### src/rtl/q_update_engine.sv
// ----------------------------------------------------------------------------
// q_update_engine
//
// Performs one tabular Q-learning update per request:
//    Q(s,a) <= Q(s,a) + alpha * (r + gamma * max Q(s',*) - Q(s,a))
// alpha = 2^-ALPHA_SHIFT and gamma = 2^-GAMMA_SHIFT, so both are plain shifts.
// The Q-table is external; this block reads Q(s,a), computes the new value,
// clamps it to the unsigned DATA_W range and writes it back.
//
// Ports
//    clk, rst       rising-edge clock, synchronous active-high reset
//    start          update request, only sampled while idle
//    state_idx      state s of the transition
//    action         action a taken (0..8 valid, >8 flags err)
//    reward         signed reward r
//    max_q_next     unsigned max Q(s',*)
//    terminal       1 = s' ends the episode, discount term dropped
//    mem_rd_data    Q(s,a) returned one cycle after mem_rd_en
//    mem_rd_en      Q-table read strobe
//    mem_wr_en      Q-table write strobe
//    mem_addr       {state_idx, action} while an access is in flight, else 0
//    mem_wr_data    updated Q value during the write cycle, else 0
//    busy           high from the cycle after accept until back in idle
//    done           one-cycle completion pulse
//    err            pulses with done when the action was out of range
//    q_new          last value written to the table
// ----------------------------------------------------------------------------
module q_update_engine #(
   parameter int DATA_W      = 18,
   parameter int STATE_W     = 10,
   parameter int ALPHA_SHIFT = 2,
   parameter int GAMMA_SHIFT = 1
) (
   input  logic               clk,
   input  logic               rst,
   input  logic               start,
   input  logic [STATE_W-1:0] state_idx,
   input  logic [3:0]         action,
   input  logic [DATA_W-1:0]  reward,
   input  logic [DATA_W-1:0]  max_q_next,
   input  logic               terminal,
   input  logic [DATA_W-1:0]  mem_rd_data,
   output logic               mem_rd_en,
   output logic               mem_wr_en,
   output logic [STATE_W+3:0] mem_addr,
   output logic [DATA_W-1:0]  mem_wr_data,
   output logic               busy,
   output logic               done,
   output logic               err,
   output logic [DATA_W-1:0]  q_new
);

   // Three guard bits cover the full range of reward + discounted max minus
   // q_old without overflow.
   localparam int EXT_W  = 3;
   localparam int CALC_W = DATA_W + EXT_W;

   typedef enum logic [2:0] {
      IDLE,
      READ,
      WAIT,
      CALC,
      WRITE,
      DONE
   } state_t;

   state_t state, state_nxt;

   logic [STATE_W-1:0] lat_state;
   logic [3:0]         lat_action;
   logic [DATA_W-1:0]  lat_reward;
   logic [DATA_W-1:0]  lat_max_q;
   logic               lat_terminal;
   logic               lat_err;
   logic [DATA_W-1:0]  q_old;
   logic               accept;

   assign accept = (state == IDLE) && start;

   // -------------------------------------------------------------------------
   // Update arithmetic (signed, CALC_W bits)
   // -------------------------------------------------------------------------
   logic signed [CALC_W-1:0] reward_ext;
   logic signed [CALC_W-1:0] disc_term;
   logic signed [CALC_W-1:0] target;
   logic signed [CALC_W-1:0] q_old_ext;
   logic signed [CALC_W-1:0] diff;
   logic signed [CALC_W-1:0] q_calc;
   logic        [DATA_W-1:0] q_clamped;

   assign reward_ext = $signed({{EXT_W{lat_reward[DATA_W-1]}}, lat_reward});
   assign disc_term  = lat_terminal ? '0
                                    : $signed({{EXT_W{1'b0}}, (lat_max_q >> GAMMA_SHIFT)});
   assign target     = reward_ext + disc_term;
   assign q_old_ext  = $signed({{EXT_W{1'b0}}, q_old});
   assign diff       = target - q_old_ext;
   // >>> on a signed operand floors toward negative infinity.
   assign q_calc     = q_old_ext + (diff >>> ALPHA_SHIFT);

   always_comb begin
      if (q_calc[CALC_W-1])
         q_clamped = '0;
      else if (|q_calc[CALC_W-2:DATA_W])
         q_clamped = '1;
      else
         q_clamped = q_calc[DATA_W-1:0];
   end

   // -------------------------------------------------------------------------
   // State register
   // -------------------------------------------------------------------------
   // NOTE: sequential state uses non-blocking assignments so every register
   // samples pre-edge values, independent of block ordering.
   always_ff @(posedge clk) begin
      if (rst)
         state <= IDLE;
      else
         state <= state_nxt;
   end

   // -------------------------------------------------------------------------
   // Next-state and output decode
   // -------------------------------------------------------------------------
   // NOTE: every output gets a default before the case so no path leaves a
   // signal unassigned, which would infer a latch.
   always_comb begin
      state_nxt   = state;
      mem_rd_en   = 1'b0;
      mem_wr_en   = 1'b0;
      mem_addr    = '0;
      mem_wr_data = '0;
      busy        = 1'b0;
      done        = 1'b0;
      err         = 1'b0;

      unique case (state)
         IDLE: begin
            if (start)
               state_nxt = (action > 4'd8) ? DONE : READ;
         end
         READ: begin
            busy      = 1'b1;
            mem_rd_en = 1'b1;
            mem_addr  = {lat_state, lat_action};
            state_nxt = WAIT;
         end
         WAIT: begin
            busy      = 1'b1;
            mem_addr  = {lat_state, lat_action};
            state_nxt = CALC;
         end
         CALC: begin
            busy      = 1'b1;
            mem_addr  = {lat_state, lat_action};
            state_nxt = WRITE;
         end
         WRITE: begin
            busy        = 1'b1;
            mem_wr_en   = 1'b1;
            mem_addr    = {lat_state, lat_action};
            mem_wr_data = q_new;
            state_nxt   = DONE;
         end
         DONE: begin
            busy      = 1'b1;
            done      = 1'b1;
            err       = lat_err;
            state_nxt = IDLE;
         end
         default: state_nxt = IDLE;
      endcase

      // Reset also masks the outputs in its own cycle, so a reset landing on
      // WRITE never lets the strobe reach the table.
      if (rst) begin
         state_nxt   = IDLE;
         mem_rd_en   = 1'b0;
         mem_wr_en   = 1'b0;
         mem_addr    = '0;
         mem_wr_data = '0;
         busy        = 1'b0;
         done        = 1'b0;
         err         = 1'b0;
      end
   end

   // -------------------------------------------------------------------------
   // Request latches and datapath registers
   // -------------------------------------------------------------------------
   always_ff @(posedge clk) begin
      if (rst) begin
         lat_state    <= '0;
         lat_action   <= '0;
         lat_reward   <= '0;
         lat_max_q    <= '0;
         lat_terminal <= 1'b0;
         lat_err      <= 1'b0;
         q_old        <= '0;
         q_new        <= '0;
      end else begin
         if (accept) begin
            lat_state    <= state_idx;
            lat_action   <= action;
            lat_reward   <= reward;
            lat_max_q    <= max_q_next;
            lat_terminal <= terminal;
            lat_err      <= (action > 4'd8);
         end
         if (state == WAIT)
            q_old <= mem_rd_data;
         if (state == CALC)
            q_new <= q_clamped;
      end
   end

endmodule

### config.mk
export PLATFORM = sky130hd
export DESIGN_NAME = q_update_engine
export DESIGN_NICKNAME = d
export VERILOG_FILES = /design/src/rtl/q_update_engine.sv
export SDC_FILE = /design/constraint.sdc
export NUM_CORES = 1
export LEC_CHECK = 0
export CORE_AREA = 5 5 104 115
export DETAILED_ROUTE_END_ITERATION = 7
export DIE_AREA = 0 0 109 120
export PLACE_DENSITY = 0.82
export SLEW_MARGIN = 5
export SYNTH_ARGS = -nofsm -noshare
export SYNTH_HDL_FRONTEND = slang
export SYNTH_SLANG_ARGS = --single-unit
### constraint.sdc
create_clock -name clk -period 14.2 [get_ports clk]
set_input_delay 1.42 -clock clk [delete_from_list [all_inputs] [get_ports clk]]
set_output_delay 1.42 -clock clk [all_outputs]
set_load 0.005 [all_outputs]
Yosys cells after proc, flatten, opt, wreduce, memory -nomap -nowiden
Cells that the tools add are included.
Word-level totals
  register bits: 91
  bits of input ports: 72
  output and inout bits: 55
  logic and storage cells: 44
Cells by class
  add/subtract/negate cells: 3
  $lt $le $gt $ge: 1
  equality and inequality tests: 6
  mux-type cells: 20
  reduce and logical (&&, ||, !) cells: 5
Operators with widths (count)
  two-way mux 18 bit: 4
  two-way mux 14 bit: 2
  adder 19 x 18 -> 20 bit: 1
  subtractor 19 x 19 -> 20 bit: 1
  adder 18 x 18 -> 19 bit: 1
  two-way mux 17 bit: 1
  case mux 3 bit (5 select lines): 1
  two-way mux 1 bit: 10
  equality test 3 x 2 -> 1 bit (second input constant): 2
  equality test 3 bit (second input constant): 2
  two-way mux 3 bit: 2
  OR reduction 5 bit: 1
  > comparator 4 bit (second input constant): 1
  OR reduction 4 bit: 1
  equality test 3 x 1 -> 1 bit (second input constant): 1
  zero test 3 bit: 1
  != test 2 bit (second input constant): 1
  OR reduction 2 bit: 1
  logical AND 1 bit: 1

Logic depth before layout (Yosys ltp)
  depth in word-level cells: 7
  depth in mapped cells: 24
  mapped depth without buffers: 22

Worst setup path before layout
Ideal clock, no wire load.
  kind: register to register
  start: register lat_terminal
  end: register q_new[10]
  setup time: 71 ps
  arrival: 4633 ps
  required time: 14129 ps
  setup slack: 9496 ps
  cell stages (with the launch flop): 25
  buffers on the path: 2
  period minus slack after synthesis: 4704 ps
  path through: dfxtp_1 > clkbuf_1 > nand2b_1 > fa_1 > inv_1 > ha_1 > a21oi_1 > a21boi_2 > o31ai_4 > nand2b_1 > and2_1 > o21a_1 > nor2_1 > xnor2_1 > ha_1 > a21oi_1 > o211ai_1 > a21oi_1 > o21a_1 > o21ai_0 > nand2_1 > mux2i_4 > buf_6 > o21bai_2 > a21oi_2
On the way
  word-level cells in the longest chain between the ends: 7
Ends and longest elaborated chain
  from (decl): RTL line 73  | logic lat_terminal;
  from (signal assigned): RTL line 206  | lat_terminal <= terminal;
  two-way mux 17 bit *: RTL line 92  | assign disc_term = lat_terminal ? '0
  adder 18 x 18 -> 19 bit *: RTL line 94  | assign target = reward_ext + disc_term;
  subtractor 19 x 19 -> 20 bit *: RTL line 96  | assign diff = target - q_old_ext;
  adder 19 x 18 -> 20 bit *: RTL line 98  | assign q_calc = q_old_ext + (diff >>> ALPHA_SHIFT);
  OR reduction 2 bit: RTL line 103  | else if (|q_calc[CALC_W-2:DATA_W])
  two-way mux 18 bit: RTL line 103
  two-way mux 18 bit *: RTL line 101  | if (q_calc[CALC_W-1])
  to (signal assigned): RTL line 212  | q_new <= q_clamped;
  to (decl): RTL line 50  | output logic [DATA_W-1:0] q_new
Every way passes the cells marked *; elsewhere a longest branch is shown, timed or not.
A chain may end at the register's enable or synchronous reset.

Worst setup path after layout
  start: register lat_terminal
  end: register q_new[17]
Same word-level chain as after synthesis.

==> summary.md <==
| Metric | Value |
|---|---|
| Ys async rst share | 0% |
| Ratio of final minimum period to clock period | 39.8% |
| Die Height | 120 um |
| # Max-Cap Violations | 0 |
| Post-Route WL | 14800 um |
| DR DRC count | 0 |
| Setup WS pre-CTS | 8.66 ns |
| Initial core utilization | 54.2% |
| WL/cell | 14.9 um |
| Setup WS post-layout | 8.55 ns |
| Initial antenna violation count | 0 |
| GRT Overall Usage | 23.5% |
| Max-slew headroom | 23.0% |
| Share of cells above drive strength 1 | 6.38% |
| Reg area | 1800 sq um |
| Peak fanout along the critical path | 18 |
| Hold Path Class | flip-flop to flip-flop |
| Setup violations, final | 0 |
| Final Power | 1150 uW |
| Fin crit period | 5.65 ns |
| Cts bufs inserted | 9 |
| Reg clk slew, reported paths | 0.07 ns |
| Post-cts gate resize count | 0 |
| Multi-input gate area | 3720 sq um |
| Final hold violation count | 0 |
| Number of flops mapped to enable cells by yosys | 0 |
| Buffer depth of the longest clock path | 2 |
| Syn Inst Count | 739 |
| Setup crit end kind | flip-flop |
| Startpoint types | flip-flop |
| Power Dens Cells | 154 nW/um^2 |
| Clock skew | 0.00821 ns |
| Met2 GRT Util | 41.7% |
| CTS Root Cell | clkbuf_16 |
| Netlist cell types | 55 |
| Placed Instances | 979 |
| # IOs | 127 |
| Fmax | 0.177 GHz |
| Total die area | 13100 sq um |
| # port buffers | 125 |
| GRT overflow | 0 |
| First-pass GRT wire length | 24800 um |
| DPL Wire Length | 11200 um |
| # rows | 40 |
| Vias/cell | 5.28 |
| Htree depth | 3 |
| CP required | 14.44 ns |
| Initial DRC count | 221 |
| Final Max Tran Viols | 0 |
| M1 GR Usage | 29.1% |
| Syn-to-layout area delta | 27.8% |
| Ant. Diodes | 0 |
| Postcts setup bufs | 0 |
| Met3 usage in global routing | 3.77% |
| Total Neg Setup Slack | 0 ns |
| Clock Sink Count | 90 |
| Maximum VDD drop | 0.0816 mV |
| Antenna Nets Post-Route | 0 |
| CTS tree | done |
| Synth Cell Area | 5830 sq um |
| Cts-stage hold buffer count | 0 |
| Grt peak-use layer | met2 |
| Syn Area/Cell | 7.88 sq um |
| Critical path arrival | 5.89 ns |
| Final Non-Filler Cells | 994 |
| Syn Nets | 867 |
| Vias | 5252 |
| Slew @ Worst Pin | 1.15 ns |
| Total core area | 10800 sq um |
| Final nets | 971 |
| Die X | 109 um |
| Clk Latency, worst-skew pair | 0.34 ns |
| RSZ-0062 raised after global routing | false |
| Ys Warns | 0 |
| Vias in the first global route | 5292 |
| Largest net degree at the start of global routing | 95 |
| #FFs+latches synth | 90 |
| LEAKAGE | 0.00289 uW |
| Routability cong. | 0.889 |
| WS Path Type | flip-flop to flip-flop |
| Fill count | 876 |
| Router iterations before antenna repair | 4 |
| Status | finished, final reports clean |
| Post-synthesis sequential area ratio | 30.9% |
| Ys flop type | dfxtp_1 |
## final cells by class
class,instances,share of cell area [%]
sequential,90,24.2
clock inverter,5,0.824
clock buffer,10,3.21
tap,147,2.47
timing repair buffer,128,17.0
multi-input combinational,570,50.0
inverter,44,2.22
## worst max-delay path, cell delays in order (launching register included)
cell and delay (ns):
dfxtp_1 0.69, nand2b_1 0.20, fa_1 0.41, inv_1 0.08, ha_1 0.29, a21oi_1 0.26, a21boi_2 0.12, o31ai_4 0.29
nand2b_1 0.14, and2_1 0.20, o21a_1 0.18, nor2_1 0.11, xnor2_1 0.08, ha_1 0.40, nand2_1 0.13, o211ai_1 0.25
a21oi_1 0.11, o21a_1 0.13, o21ai_0 0.30, nand2_1 0.24, mux2i_4 0.58, a21oi_1 0.08, a221oi_1 0.27
## stage by stage
stage / instance area (sq um) / util, % / hold WS, ns
4_1_cts: 7440 / 69.2 / 0.453
2_1_floorplan: 5830 / - / 0.432
3_5_place_dp: 7140 / 66.4 / 0.443
5_1_grt: 7440 / 69.2 / 0.473
6_report: 7440 / 69.2 / 0.450
3_3_place_gp: 7140 / 66.4 / 0.438
## kinds of logic (layout without fill, tap and decap cells)
| kind of cell | after synthesis | count (layout) | share of synthesized area [%] |
|---|---|---|---|
| and+or+nand+nor | 297 | 297 | 23.4 |
| adders and majority gates | 56 | 56 | 14.2 |
| DFF | 90 | 90 | 30.9 |
| AOI/OAI and AO/OA | 189 | 189 | 21.8 |
| muxes | 2 | 2 | 0.558 |
| buffers and inverters | 79 | 187 | 5.26 |
| xor gates and xnor gates | 26 | 26 | 3.91 |
## power breakdown
part / total (uW) / switching, uW / internal [uW]
Clock: 247 / 105 / 142
Combinational: 609 / 361 / 248
Sequential: 291 / 17.5 / 273
Total: 1150 / 484 / 663
## path summary, 6_finish.rpt
kind	from	to	slack, ns	cells after the start
max reg2reg	lat_terminal	q_new[17]	8.55	22
max	lat_terminal	q_new[17]	8.55	22
min	lat_action[0]	lat_action[0]	0.45	2
min reg2reg	lat_action[0]	lat_action[0]	0.45	2
## layout by cell type (no fill, tap or decap), types with 2 or more instances in the layout
cell | synthesis | layout
o21ai_0 | 17 | 17
xor2_1 | 9 | 9
a21oi_1 | 96 | 96
o31ai_4 | 2 | 2
nand2_1 | 173 | 173
ha_1 | 39 | 39
and3_1 | 2 | 2
inv_6 | 0 | 2
clkbuf_16 | 0 | 9
or3_1 | 2 | 2
xnor2_1 | 17 | 17
nand3_1 | 4 | 4
o21a_1 | 5 | 5
nand4_1 | 3 | 3
and2_1 | 37 | 36
o21bai_1 | 9 | 9
nor2_1 | 29 | 29
o21ai_1 | 2 | 2
clkdlybuf4s50_1 | 0 | 124
buf_4 | 0 | 3
o211ai_1 | 4 | 4
fa_1 | 17 | 17
a21oi_2 | 11 | 11
nor3_1 | 11 | 11
a31oi_1 | 4 | 4
a21boi_2 | 2 | 2
o21bai_2 | 10 | 10
nor2b_1 | 8 | 8
o31ai_1 | 2 | 2
inv_1 | 44 | 44
nand3b_1 | 3 | 3
nand2b_1 | 17 | 17
dfxtp_1 | 90 | 90
a21o_1 | 8 | 8
a211oi_1 | 5 | 5
## flip-flops by register name, summed over array words and instances, names as in the netlist
name          count
lat_err           1
lat_terminal      1
state             3
lat_state        10
lat_reward       18
q_old            18
lat_action        4
lat_max_q        17
q_new            18
## cell usage after synthesis, types with 2 or more instances
| master | count | area (sq um) |
|---|---|---|
| nand2_1 | 173 | 649 |
| a21oi_1 | 96 | 480 |
| dfxtp_1 | 90 | 1800 |
| inv_1 | 44 | 165 |
| ha_1 | 39 | 488 |
| and2_1 | 37 | 231 |
| clkbuf_1 | 32 | 120 |
| nor2_1 | 29 | 109 |
| fa_1 | 17 | 340 |
| nand2b_1 | 17 | 106 |
| o21ai_0 | 17 | 85.1 |
| xnor2_1 | 17 | 149 |
| a21oi_2 | 11 | 96.3 |
| nor3_1 | 11 | 55.1 |
| o21bai_2 | 10 | 113 |
| o21bai_1 | 9 | 67.6 |
| xor2_1 | 9 | 78.8 |
| a21o_1 | 8 | 60.1 |
| nor2b_1 | 8 | 50.1 |
| a211oi_1 | 5 | 37.5 |
| o21a_1 | 5 | 37.5 |
| a31oi_1 | 4 | 25.0 |
| nand3_1 | 4 | 20.0 |
| o211ai_1 | 4 | 30.0 |
| nand3b_1 | 3 | 22.5 |
| nand4_1 | 3 | 18.8 |
| a21boi_2 | 2 | 22.5 |
| and3_1 | 2 | 12.5 |
| buf_2 | 2 | 10.0 |
| nor3b_1 | 2 | 15.0 |
| o21ai_1 | 2 | 10.0 |
| o31ai_1 | 2 | 15.0 |
| o31ai_4 | 2 | 42.5 |
| or3_1 | 2 | 12.5 |
## layer usage
metal  share of wire, %  up-vias
met5                  0        -
met4                1.5        0
met3                4.3       18
met2                 52      122
met1                 42     2439
li1                   -     2673
No activity file was read; power rests on OpenSTA's default activity.
